==> config.mk <==
export PLATFORM = sky130hd
export DESIGN_NAME = multicycle_controller
export DESIGN_NICKNAME = d
export VERILOG_FILES = /design/src/rtl/multicycle_controller.sv
export SDC_FILE = /design/constraint.sdc
export NUM_CORES = 1
export LEC_CHECK = 0
export BUFFER_PORTS_ARGS = -buffer_cell sky130_fd_sc_hd__buf_2
export CORE_MARGIN = 2
export CORE_UTILIZATION = 49
export CTS_BUF_LIST = sky130_fd_sc_hd__clkbuf_8
export DETAILED_ROUTE_END_ITERATION = 6
export GPL_TIMING_DRIVEN = 0
export PLACE_DENSITY = 0.87
export SKIP_CTS_REPAIR_TIMING = 1
export SYNTH_ARGS = -nofsm -noshare
export SYNTH_HDL_FRONTEND = slang
export SYNTH_SLANG_ARGS = --single-unit
==> constraint.sdc <==
create_clock -name clk -period 3.4 [get_ports clk]
set_input_delay 0.34 -clock clk [delete_from_list [all_inputs] [get_ports clk]]
set_output_delay 0.34 -clock clk [all_outputs]
set_load 0.005 [all_outputs]
==> src/rtl/multicycle_controller.sv <==
// Multicycle control FSM for an ARM subset: LDR 5, STR/data-processing 4, B 3, Op=11 2 cycles.
// No backpressure; outputs decode from state and Instr. `BRANCH_LINK_EN adds BL link write in BRANCH.
module multicycle_controller #(
   parameter int ALUCTRL_W = 2
) (
   input  logic                 clk,
   input  logic                 reset,
   input  logic [19:0]          Instr,
   input  logic [3:0]           ALUFlags,
   output logic                 PCWrite,
   output logic                 AdrSrc,
   output logic                 MemWrite,
   output logic                 IRWrite,
   output logic                 ALUSrcA,
   output logic                 RegWrite,
   output logic [1:0]           ResultSrc,
   output logic [1:0]           ALUSrcB,
   output logic [1:0]           ImmSrc,
   output logic [1:0]           RegSrc,
   output logic [ALUCTRL_W-1:0] ALUControl,
   output logic                 LinkSel,
   output logic                 Busy
);

   typedef enum logic [3:0] {
      FETCH, DECODE, MEMADR, MEMRD, MEMWB, MEMWR, EXECR, EXECI, ALUWB, BRANCH
   } state_t;

   localparam logic [2:0] OP_ADD = 3'd0;
   localparam logic [2:0] OP_SUB = 3'd1;
   localparam logic [2:0] OP_AND = 3'd2;
   localparam logic [2:0] OP_ORR = 3'd3;
   localparam logic [2:0] OP_EOR = 3'd4;

   state_t     state_q, state_d;
   logic [3:0] flags_q, flags_d;

   logic [3:0] cond;
   logic [1:0] op;
   logic [5:0] funct;
   logic       rd15;
   logic       cond_ex;
   logic [2:0] alu_dec;
   logic       no_write, undef, arith;
   logic       link_req;

   logic       pc_write, adr_src, mem_write, ir_write, alu_src_a, reg_write, link_sel;
   logic [1:0] result_src, alu_src_b;
   logic [2:0] alu_sel;
   logic       unused_bits;

   assign cond  = Instr[19:16];
   assign op    = Instr[15:14];
   assign funct = Instr[13:8];
   assign rd15  = (Instr[3:0] == 4'hF);

   // Rn is routed by the datapath; bit 2 of the ALU select is dropped when ALUCTRL_W is 2
   assign unused_bits = ^{Instr[7:4], alu_sel};

`ifdef BRANCH_LINK_EN
   assign link_req = funct[4];
`else
   assign link_req = 1'b0;
`endif

   always_comb begin
      cond_ex = 1'b0;
      case (cond)
         4'b0000: cond_ex = flags_q[2];
         4'b0001: cond_ex = ~flags_q[2];
         4'b0010: cond_ex = flags_q[1];
         4'b0011: cond_ex = ~flags_q[1];
         4'b0100: cond_ex = flags_q[3];
         4'b0101: cond_ex = ~flags_q[3];
         4'b0110: cond_ex = flags_q[0];
         4'b0111: cond_ex = ~flags_q[0];
         4'b1000: cond_ex = flags_q[1] & ~flags_q[2];
         4'b1001: cond_ex = ~flags_q[1] | flags_q[2];
         4'b1010: cond_ex = (flags_q[3] == flags_q[0]);
         4'b1011: cond_ex = (flags_q[3] != flags_q[0]);
         4'b1100: cond_ex = ~flags_q[2] & (flags_q[3] == flags_q[0]);
         4'b1101: cond_ex = flags_q[2] | (flags_q[3] != flags_q[0]);
         4'b1110: cond_ex = 1'b1;
         default: cond_ex = 1'b0;
      endcase
   end

   always_comb begin
      alu_dec  = OP_ADD;
      no_write = 1'b0;
      undef    = 1'b0;
      arith    = 1'b0;
      case (funct[4:1])
         4'b0100: begin alu_dec = OP_ADD; arith = 1'b1; end
         4'b0010: begin alu_dec = OP_SUB; arith = 1'b1; end
         4'b0000: alu_dec = OP_AND;
         4'b1100: alu_dec = OP_ORR;
         4'b1010: begin alu_dec = OP_SUB; arith = 1'b1; no_write = 1'b1; end
         4'b0001: begin
            if (ALUCTRL_W == 3) alu_dec = OP_EOR;
            else                undef   = 1'b1;
         end
         default: undef = 1'b1;
      endcase
   end

   // Flags latch only for a condition-passing, S-bit, defined ALU operation
   always_comb begin
      flags_d = flags_q;
      if ((state_q == EXECR || state_q == EXECI) && cond_ex && funct[0] && !undef) begin
         flags_d[3:2] = ALUFlags[3:2];
         if (arith) flags_d[1:0] = ALUFlags[1:0];
      end
   end

   always_comb begin
      state_d    = state_q;
      pc_write   = 1'b0;
      adr_src    = 1'b0;
      mem_write  = 1'b0;
      ir_write   = 1'b0;
      alu_src_a  = 1'b0;
      reg_write  = 1'b0;
      link_sel   = 1'b0;
      result_src = 2'b00;
      alu_src_b  = 2'b00;
      alu_sel    = OP_ADD;
      case (state_q)
         FETCH: begin
            ir_write   = 1'b1;
            alu_src_a  = 1'b1;
            alu_src_b  = 2'b10;
            result_src = 2'b10;
            pc_write   = 1'b1;
            state_d    = DECODE;
         end
         DECODE: begin
            alu_src_a  = 1'b1;
            alu_src_b  = 2'b10;
            result_src = 2'b10;
            case (op)
               2'b01:   state_d = MEMADR;
               2'b00:   state_d = funct[5] ? EXECI : EXECR;
               2'b10:   state_d = BRANCH;
               default: state_d = FETCH;
            endcase
         end
         MEMADR: begin
            alu_src_b = 2'b01;
            state_d   = funct[0] ? MEMRD : MEMWR;
         end
         MEMRD: begin
            adr_src = 1'b1;
            state_d = MEMWB;
         end
         MEMWB: begin
            result_src = 2'b01;
            reg_write  = cond_ex;
            pc_write   = cond_ex & rd15;
            state_d    = FETCH;
         end
         MEMWR: begin
            adr_src   = 1'b1;
            mem_write = cond_ex;
            state_d   = FETCH;
         end
         EXECR: begin
            alu_sel = alu_dec;
            state_d = ALUWB;
         end
         EXECI: begin
            alu_src_b = 2'b01;
            alu_sel   = alu_dec;
            state_d   = ALUWB;
         end
         ALUWB: begin
            reg_write = cond_ex & ~no_write & ~undef;
            pc_write  = cond_ex & ~no_write & ~undef & rd15;
            state_d   = FETCH;
         end
         BRANCH: begin
            alu_src_b  = 2'b01;
            result_src = 2'b10;
            pc_write   = cond_ex;
            link_sel   = link_req;
            reg_write  = cond_ex & link_req;
            state_d    = FETCH;
         end
         default: state_d = FETCH;
      endcase
   end

   always_ff @(posedge clk or posedge reset) begin
      if (reset) begin
         state_q <= FETCH;
         flags_q <= 4'b0000;
      end else begin
         state_q <= state_d;
         flags_q <= flags_d;
      end
   end

   // Outputs are gated by reset so they drop without waiting for a clock edge
   assign PCWrite    = pc_write  & ~reset;
   assign AdrSrc     = adr_src   & ~reset;
   assign MemWrite   = mem_write & ~reset;
   assign IRWrite    = ir_write  & ~reset;
   assign ALUSrcA    = alu_src_a & ~reset;
   assign RegWrite   = reg_write & ~reset;
   assign LinkSel    = link_sel  & ~reset;
   assign ResultSrc  = reset ? 2'b00 : result_src;
   assign ALUSrcB    = reset ? 2'b00 : alu_src_b;
   assign ALUControl = reset ? '0 : alu_sel[ALUCTRL_W-1:0];
   assign ImmSrc     = (reset || state_q == FETCH) ? 2'b00 : op;
   assign RegSrc     = (reset || state_q == FETCH) ? 2'b00 : {op == 2'b01, op == 2'b10};
   assign Busy       = (state_q != FETCH);

endmodule

# After elaboration in Yosys (flattened, before gate mapping)
# Index checks and enable logic that the tools add are counted.
[op_classes]
n_eq_ne = 32
n_mux = 22
bitwise_logic = 20
n_reduce_logical = 19
[op_table]
columns = ["cell", "count"]
rows = [
  ["4-bit equality test, second input constant", 12],
  ["4-bit by 3-bit equality test with 1-bit output, second input constant", 9],
  ["4-bit by 2-bit equality test with 1-bit output, second input constant", 5],
  ["4-bit one-hot mux with 5 select lines", 1],
  ["1-bit one-hot mux with 15 select lines", 1],
  ["1-bit AND", 12],
  ["4-bit logical NOT", 3],
  ["2-bit two-way mux", 6],
  ["4-bit one-hot mux with 3 select lines", 1],
  ["3-bit OR reduction", 3],
  ["4-bit by 1-bit equality test with 1-bit output, second input constant", 2],
  ["2-bit one-hot mux with 2 select lines", 2],
  ["2-bit OR reduction", 4],
  ["1-bit two-way mux", 7],
  ["1-bit NOT", 6],
  ["2-bit one-hot mux with 3 select lines", 1],
  ["5-bit OR reduction", 1],
  ["1-bit one-hot mux with 4 select lines", 1],
  ["4-bit nonzero test", 1],
  ["1-bit logical AND", 3],
  ["3-bit two-way mux", 1],
  ["2-bit by 1-bit equality test with 1-bit output, second input constant", 1],
  ["2-bit equality test, second input constant", 1],
  ["2-bit logical NOT", 1],
  ["other kinds (6)", 8],
]
[totals]
ff_bits = 8
inputBits = 26
out_inout_bits = 18
elab_cells = 96

# Logic depth before layout (Yosys ltp)
# Gate-level depths: netlist (run 1).
[logic_depth]
ltp_word = 8
depth_mapped = 6

# Worst setup path after synthesis (run 1)
# OpenSTA, ideal clock, no wires.
[synth_timing]
path_kind = "input to output"
from = "input Instr[16]"
to = "output PCWrite"
arrival_ns = 1.403
t_required_ns = 3.060
path_slack_ns = 1.657
stages = 6
n_path_buf = 1
path_cell_list = "clkbuf_2 -> nand2_1 -> o31ai_1 -> o31ai_2 -> and3_2 -> o31ai_1"
[synth_via]
elab_chain_len = 7
[synth_rtl]
columns = ["item", "line", "source"]
rows = [
  ["from (decl)", "8", "input logic [19:0] Instr,"],
  ["4-bit equality test (tied with other cells)", "68", "case (cond)"],
  ["1-bit one-hot mux with 15 select lines (*)", "68", ""],
  ["1-bit AND (3 in series)", "178", "pc_write = cond_ex & ~no_write & ~undef & rd15;"],
  ["1-bit one-hot mux with 4 select lines (*)", "128", "case (state_q)"],
  ["1-bit AND (*)", "204", "assign PCWrite = pc_write & ~reset;"],
  ["to (decl)", "10", "output logic PCWrite,"],
]
# Mark *: on every way between the ends. The rest lies on a longest branch, timed or not.

# Worst setup path in the final report (run 1)
[layout_timing]
from = "register state_q[2]"
to = "output PCWrite"
[layout_via]
elab_chain_len = 3
[layout_rtl]
columns = ["item", "line", "source"]
rows = [
  ["from (decl)", "35", "state_t state_q, state_d;"],
  ["from (signal assigned)", "198", "state_q <= state_d;"],
  ["4-bit equality test (tied with other cells)", "128", ""],
  ["1-bit one-hot mux with 4 select lines (*)", "128", ""],
  ["1-bit AND (*)", "204", ""],
]
# Marked as above.

==> impl_metrics.toml, run 1 <==
[run_status]
status = "complete, no violations"

[layout]
drive_above_1_share = 0.336
n_antenna_cell = 0
layout_commonest_cell = "buf_2"
fill_cells = 125
fin_nets = 174
final_cell_mix = "buf_2, nor2_1, nand2_1, dfrtp_1, nand2b_1"
area_delta_synth_final_pct = 29.8
final_area_um2 = 1070

[clock_network]
cts_tree = "built"
cts.reportedPaths.clkPinSlew_ps = 40
clockRootBuffer = "clkbuf_8"
insertion_delay_ps = 220
cts_buffers = 3
htree_levels = 1
clockBufferDepth = 2
clock-sinks = 8

[timing]
fmaxAchievable_mhz = 459
fin_crit_ps = 2180
period_share = 0.640
rsz0062_at_grt = "no"
clock_skew_ps = 1.67
hold_viol = 0
setup_viol = 0
drv_slew = 0
tns_ps = 0

[worst_hold_path]
hold_class = "input port to asynchronous set/reset pin"

[logic_synthesis]
syn_nets = 132
yosys_warnings = 0
netlist-cell-type-count = 41
yosys.area.top_type = "dfrtp_1"
syn_area_per_cell_um2 = 7.80
synth_flop_cell = "dfrtp_1"
ys_seq_elements = 8
synthArstFlopShare = 1.00
synth_top_area_frac = 0.242
ys_seq_area_frac = 0.242
synth_edf_count = 0
synthCells = 106
synth_area_um2 = 827
synth.area.top_cells = "dfrtp_1, mux2_1, nor2_1, nand2b_1, nor2b_1"

[die]
die_w_um = 45.1
die_h_um = 45.1
dieArea_um2 = 2030
fp-row-count = 14
core-area_um2 = 1540
ios = 44
initial_core_util = 0.537

[place]
portBuffers = 37
place_area_um2 = 1030
gp_congestion = 0.810
dp_hpwl_um = 1530

[drt]
wl_um = 2010
wl_per_cell_um = 12.4
drtIter0Drc = 14
ant_nets = 0
vias = 914
post_drt_via_cell_ratio = 5.64
first_pass_iters = 4
drc = 0

[pwr]
p_comb_frac = 0.550
clkPwrFrac = 0.191
pwr-share-seq = 0.259
cellLeakagePower_nw = 0.545
internal_power_mw = 0.346
p_switching_mw = 0.240
power.share.switching = 0.409
irDropWorstVdd_mv = 0.390
power.total_mw = 0.586
powerDensity_nw_per_um2 = 545

[critical_path]
critical_path_class = "register to primary output"
slowest_delay_ps = 360
critPathBufInv = 2
crit_start = "state_q[2]$_DFF_PP0_"
worstPathCellList = "clkbuf_1, nor2b_1, a31oi_1, o31a_1, o31ai_1, buf_2"
worstSetupEndpointType = "primary output"
path_max_fanout = 10
slowest_stage = "dfrtp_1"
cp_data_arrival_time_ps = 1840
critPathRequiredTime_ps = 3060
cp-start-kind = "register"
r2r-start = "state_q[3]$_DFF_PP0_"
critPathTopFamily = "compound AO/OA/AOI/OAI gates"

[global_route]
grt_usage = 0.218
grt_max_degree = 13
grt_overflow = 0
grt_pass1_vias = 803
antenna_found_initial = 0
grt_pass1_wl_um = 3290

[job]
drv_cap = 0
[cells by family (layout without fill, tap and decap cells)]
kind of cell	after synthesis	in the layout	synth area share
AOI/OAI and AO/OA	19	19	0.157
xor gates and xnor gates	4	4	0.0424
buffers and inverters	11	51	0.0620
DFF	8	8	0.242
muxes	7	7	0.0923
other	1	1	0.00453
and+or+nand+nor	56	56	0.399
[worst register-to-register path, cell delays in order, from the launching register on]
cell	delay, ps
dfrtp_1	360
buf_2	180
nor2b_2	220
and4_1	240
nand3_1	70
a31oi_1	260
mux2_1	370
[registers in the layout, indices dropped and copies added (netlist names)]
signal	count
state_q	4
flags_q	4
[cell type report]
class / count / area, µm² / share of cell area
multi-input combinational: 87 / 576 / 0.536
sequential: 8 / 200 / 0.186
timing repair buffer: 37 / 185 / 0.172
clock buffer: 3 / 41.3 / 0.0385
buffer: 7 / 36.3 / 0.0338
tap: 16 / 20.0 / 0.0186
inverter: 4 / 15.0 / 0.0140
[final timing paths]
kind / slack (ps) / cells after the start / end
max in group asynchronous: 3000 / 2 / flags_q[1]$_DFFE_PP0P_
worst min register to register: 530 / 1 / flags_q[2]$_DFFE_PP0P_
worst min-delay path: 120 / 2 / state_q[0]$_DFF_PP0_
worst max-delay path: 1220 / 6 / PCWrite
min in group clk: 330 / 2 / flags_q[0]$_DFFE_PP0P_
worst max register to register: 1580 / 6 / flags_q[3]$_DFFE_PP0P_
[power groups by stage]
stage	clock network, mW	registers, mW	logic, mW
6_report	0.112	0.152	0.322
5_1_grt	0.121	0.158	0.361
4_1_cts	0.116	0.151	0.324
3_5_place_dp	0	0.152	0.321
3_3_place_gp	0	0.150	0.312
2_1_floorplan	0	0.143	0.223
[cell usage after synthesis (2+ instances only)]
master,number
inv_1,4
mux2_1,4
nand4_1,2
nor3b_1,2
dfrtp_1,8
a21oi_1,4
and4_1,2
a211oi_1,2
nand2b_1,6
nor2b_1,5
xor2_1,2
o21ai_0,3
o31ai_1,2
xnor2_1,2
nor2_1,11
nor3_1,4
nand3_1,2
nor4b_1,2
and3_1,2
a31oi_1,3
nand3b_1,3
mux2i_1,2
buf_4,2
clkbuf_1,3
nand2_1,8
[layer usage]
layer | track usage | wire (µm)
met4 | 0.0706 | 11
met5 | 0 | 0
met2 | 0.357 | 959
met3 | 0.0360 | 127
met1 | 0.291 | 914
[per-stage QoR]
step	std cells	worst slack, ps	utilization	hold slack [ps]
final	162	1220	0.696	124
after global routing	162	1080	0.696	164
after CTS	162	1210	0.696	124
after detailed placement	159	1450	0.670	368
after global placement	159	1500	0.670	362
after floorplan	106	1660	-	180
Power figures use the tool's default switching activity.
==> run 2, diff against run 1 <==
Settings changed: ABC_AREA set to 1, CORE_UTILIZATION 49 to 43, PLACE_DENSITY 0.87 to 0.8.
Clock period 3.4 ns to 1.8 ns, I/O delays scaled along.
==> impl_metrics.toml, run 2 <==
[run_status]
status = "complete, no violations"

[die]
fp-row-count = 16
die_w_um = 49.7
dieArea_um2 = 2470
initial_core_util = 0.458
ios = 44
die_h_um = 49.7
core-area_um2 = 1960

[timing]
drv_slew = 0
hold_viol = 0
worst_pin_slew_ps = 506
slew_headroom = 0.662
period_share = 0.970
rsz0062_at_grt = "yes"
whs_ps = 32.8
clock_skew_ps = 0.982
fmaxAchievable_mhz = 573
setup_ws_ps = 53.5
fin_crit_ps = 1750
tns_ps = 0
setup_viol = 0

[critical_path]
cp_data_arrival_time_ps = 1570
rr_worst_depth = 8
crit_top_cell = "nand2_1"
worstSetupEndpointType = "primary output"
r2r-end = "flags_q[0]$_DFFE_PP0P_"
critPathBufInv = 2
regToRegSetupSlack_ps = 300
worstPathCellList = "inv_2, or2_4, nor2_4, nor2_1, nor2_1, nand2_1, nand2_1, nand3_2, nand2_1, buf_2"
slowest_delay_ps = 360
slowest_stage = "dfrtp_1"
r2r-start = "state_q[3]$_DFF_PP0_"
critPathTopFamily = "simple AND/OR/NAND/NOR gates"
critPathRequiredTime_ps = 1620
critical_path_class = "register to primary output"
path_max_fanout = 2
cp-start-kind = "register"

[worst_hold_path]
hold_class = "input port to asynchronous set/reset pin"

[clock_network]
htree_levels = 1
cts_buffers = 3
clockRootBuffer = "clkbuf_8"
insertion_delay_ps = 220
clockBufferDepth = 2
cts_tree = "built"
cts.reportedPaths.clkPinSlew_ps = 40
clock-sinks = 8

[global_route]
grt_pass1_wl_um = 3720
grt_overflow = 0
antenna_found_initial = 0
grt_pass1_vias = 998
grt_max_degree = 15
grt_usage = 0.185

[drt]
vias = 1132
drtIter0Drc = 15
wl_um = 2380
drc = 0
wl_per_cell_um = 10.1
ant_nets = 0
post_drt_via_cell_ratio = 4.82
first_pass_iters = 4

[layout]
post-route-util = 0.630
layout_commonest_cell = "nand2_1"
n_antenna_cell = 0
fin_nets = 236
final_cell_mix = "nand2_1, buf_2, inv_1, nor2_1, nand3_1"
area_delta_synth_final_pct = 37.6
drive_above_1_share = 0.361
top_regs = "flags_q: 4 flops, state_q: 4 flops"

[logic_synthesis]
synth_top_family_by_area = "simple AND/OR/NAND/NOR gates"
synth.most_common_cell = "nand2_1"
syn_area_per_cell_um2 = 5.55
synth.area.top_cells = "dfrtp_1, nand2_1, nand3_1, inv_1, nor2_1"
synthMuxAreaShare = 0
synth_fa_ha_area_frac = 0
synth_top_area_frac = 0.223
synth_area_um2 = 898
synth_compound_area_frac = 0.0961
ys_seq_area_frac = 0.223
yosys.area.top_type = "dfrtp_1"
synth-simple-area-share = 0.535
synthArstFlopShare = 1.00
syn_nets = 188
synth_common_cells = "nand2_1, inv_1, nor2_1"
yosys_warnings = 0
synth_xor_xnor_area_share = 0
ys_seq_elements = 8
synth_edf_count = 0
synthCells = 162
synth_flop_cell = "dfrtp_1"
netlist-cell-type-count = 26

[job]
drv_cap = 0

[pwr]
power.share.switching = 0.447
pwr-share-seq = 0.249
internal_power_mw = 0.635
p_comb_frac = 0.566
cellLeakagePower_nw = 0.727
irDropWorstVdd_mv = 0.665
power.total_mw = 1.15
p_switching_mw = 0.513
powerDensity_nw_per_um2 = 928
clkPwrFrac = 0.185

[place]
gp_congestion = 0.820
dp_slack_ps = 231
dp_hpwl_um = 1870
portBuffers = 38
[run 2: cell types whose count changed in the layout (fill, tap and decap cells not counted), sizes merged, moves of 6 or more]
cell,previous run,this run
nand2b,6,0
nand3,2,20
nor2,11,28
nand2,8,49
inv,4,30
nor2b,6,0
[run 2: worst max path at each step]
stage | start | end | cells after the start
after floorplan | flags_q[0]$_DFFE_PP0P_ | PCWrite | 10
after global placement | flags_q[0]$_DFFE_PP0P_ | PCWrite | 11
after detailed placement | flags_q[0]$_DFFE_PP0P_ | PCWrite | 11
after CTS | flags_q[0]$_DFFE_PP0P_ | PCWrite | 11
after global routing | state_q[1]$_DFF_PP0_ | PCWrite | 10
final | state_q[3]$_DFF_PP0_ | PCWrite | 10
[run 2: power groups by stage]
stage | Clock [mW] | Combinational, mW | Sequential (mW)
4_1_cts | 0.218 | 0.567 | 0.280
5_1_grt | 0.225 | 0.729 | 0.291
2_1_floorplan | 0 | 0.381 | 0.272
6_report | 0.212 | 0.649 | 0.286
3_3_place_gp | 0 | 0.553 | 0.281
3_5_place_dp | 0 | 0.565 | 0.282
[run 2: kinds of logic (layout without fill, tap and decap cells)]
family,after synthesis,in the layout
flip-flops,8,8
AO/OA/AOI/OAI,14,14
buffers and inverters,32,78
AND/OR/NAND/NOR,107,107
other,1,1
[run 2: area by class of cell]
type / instances / area [µm²]
buffer: 2 / 15.0
clock buffer: 3 / 41.3
fill: 202 / 726
inverter: 30 / 113
multi-input combinational: 122 / 603
sequential: 8 / 203
tap: 27 / 33.8
timing repair buffer: 43 / 228
[run 2: worst register-to-register path, delay by kind of cell (launching register included)]
family	cells	cell delay, ps
buf+inv	1	70
simple gates	7	940
flops	1	390
[run 2: per-stage QoR]
| step | cells | instance area, µm² |
|---|---|---|
| 6_report | 235 | 1240 |
| 5_1_grt | 235 | 1240 |
| 4_1_cts | 230 | 1160 |
| 3_5_place_dp | 227 | 1120 |
| 3_3_place_gp | 227 | 1120 |
| 2_1_floorplan | 162 | 898 |
[run 2: metal layers]
metal | wire length [µm] | GRT usage | part of all wire | vias up
li1 | - | - | - | 599
met5 | 0 | 0 | 0 | -
met2 | 1210 | 0.351 | 0.51 | 30
met1 | 1040 | 0.212 | 0.44 | 501
met3 | 107 | 0.0242 | 0.045 | 2
met4 | 14 | 0.0556 | 0.0059 | 0
==> run 3, diff against run 2 <==
Settings changed: MAX_ROUTING_LAYER set to met4.
Clock period 1.8 ns to 1.6 ns, I/O delays scaled along.
==> impl_metrics.toml, run 3 (same netlist as run 2, synthesis figures left out) <==
[critical_path]
worstPathCellList = "inv_2, or2_4, nor2_4, nor2_1, nor2_1, nand2_1, nand2_1, nand3_2, nand2_1, buf_2"
slowest_stage = "dfrtp_1"
worstSetupEndpointType = "primary output"
critPathTopFamily = "simple AND/OR/NAND/NOR gates"
r2r-end = "flags_q[0]$_DFFE_PP0P_"
rr_worst_depth = 11
slowest_delay_ps = 360
cp_data_arrival_time_ps = 1560
critPathRequiredTime_ps = 1440
crit_start = "state_q[3]$_DFF_PP0_"
regToRegSetupSlack_ps = 150
crit_top_cell = "nand2_1"
critPathBufInv = 2
path_depth = 10
critical_path_class = "register to primary output"
path_max_fanout = 2
r2r-start = "flags_q[3]$_DFFE_PP0P_"
cp-start-kind = "register"

[job]
drv_cap = 0

[layout]
drive_above_1_share = 0.375
layout_commonest_cell = "nand2_1"
final_area_um2 = 1250
top_regs = "flags_q: 4 flops, state_q: 4 flops"
final_cell_mix = "nand2_1, buf_2, inv_1, nor2_1, nand3_1"
n_antenna_cell = 0
area_delta_synth_final_pct = 39.0
fin_nets = 236

[die]
ios = 44
die_w_um = 49.7
fp-row-count = 16
dieArea_um2 = 2470
initial_core_util = 0.458
core-area_um2 = 1960
die_h_um = 49.7

[place]
dp_hpwl_um = 1870
place_area_um2 = 1120
gp_congestion = 0.832
portBuffers = 38
dp_slack_ps = 51.1

[timing]
whs_ps = 10.8
fmaxAchievable_mhz = 580
rsz0062_at_grt = "yes"
worst_pin_slew_ps = 503
drv_slew = 0
fin_crit_ps = 1720
period_share = 1.08
setup_ws_ps = -125
slew_headroom = 0.665
setup_viol = 3
hold_viol = 0
clock_skew_ps = 0.923
tns_ps = -272

[clock_network]
cts_tree = "built"
cts_buffers = 3
clock-sinks = 8
insertion_delay_ps = 220
cts.reportedPaths.clkPinSlew_ps = 40
htree_levels = 1
clockBufferDepth = 2
clockRootBuffer = "clkbuf_8"

[global_route]
grt_pass1_wl_um = 3710
grt_usage = 0.190
grt_pass1_vias = 1003
grt_max_degree = 15
grt_overflow = 0
antenna_found_initial = 0

[drt]
wl_per_cell_um = 10.2
drc = 0
vias = 1149
wl_um = 2400
drtIter0Drc = 24
ant_nets = 0
first_pass_iters = 4
post_drt_via_cell_ratio = 4.89

[run_status]
failed_checks = "negative setup slack"
status = "finished with violations"

[pwr]
powerDensity_nw_per_um2 = 1050
irDropWorstVdd_mv = 0.694
cellLeakagePower_nw = 0.726

[worst_hold_path]
hold_class = "input port to asynchronous set/reset pin"
## run 3: changes by cell type in the layout (fill, tap and decap cells not counted)
| cell | before | now |
|---|---|---|
| inv_2 | 7 | 8 |
| nor3_1 | 3 | 2 |
| nor2_1 | 22 | 21 |
| inv_1 | 23 | 22 |
| nor2_4 | 3 | 4 |
| nor3_2 | 0 | 1 |
## run 3: cell type report
| type | instances | area (µm²) |
|---|---|---|
| Sequential cell | 8 | 203 |
| Tap cell | 27 | 33.8 |
| Inverter | 30 | 113 |
| Buffer | 2 | 15.0 |
| Clock buffer | 3 | 41.3 |
| Fill cell | 202 | 713 |
| Multi-Input combinational cell | 122 | 616 |
| Timing Repair Buffer | 43 | 228 |
## run 3: worst max-delay path by stage
stage	slack, ps	endpoint
finish	-120	PCWrite
global route	-220	PCWrite
CTS	-190	PCWrite
detailed placement	50	PCWrite
global placement	90	PCWrite
floorplan	310	PCWrite
## run 3: worst reg2reg max path, stage by stage, from the launching register on
cell     delay [ps]
dfrtp_2         440
inv_1            90
nand2_2          60
nand3_1         100
nand2_1          60
nand2_1          70
nand2_2          60
nor2_4          110
nand2_4          70
buf_4           160
nand4_1          70
nand2_1          60
## run 3: stage by stage
stage / util / cells / total power [mW]
final: 0.636 / 235 / 1.31
after global routing: 0.636 / 235 / 1.41
after CTS: 0.593 / 230 / 1.20
after detailed placement: 0.572 / 227 / 0.953
after global placement: 0.572 / 227 / 0.938
after floorplan: - / 162 / 0.734
## run 3: metal layers
| layer | GRT usage | vias to the layer above | part of all wire |
|---|---|---|---|
| li1 | - | 599 | - |
| met5 | - | - | 0 |
| met4 | 0.0556 | 0 | 0.0058 |
| met2 | 0.351 | 36 | 0.52 |
| met3 | 0.0182 | 2 | 0.047 |
| met1 | 0.214 | 512 | 0.43 |
## run 3: power breakdown
group	switching [mW]	internal [mW]
clock	0.0771	0.163
combinational	0.451	0.298
sequential	0.0637	0.258
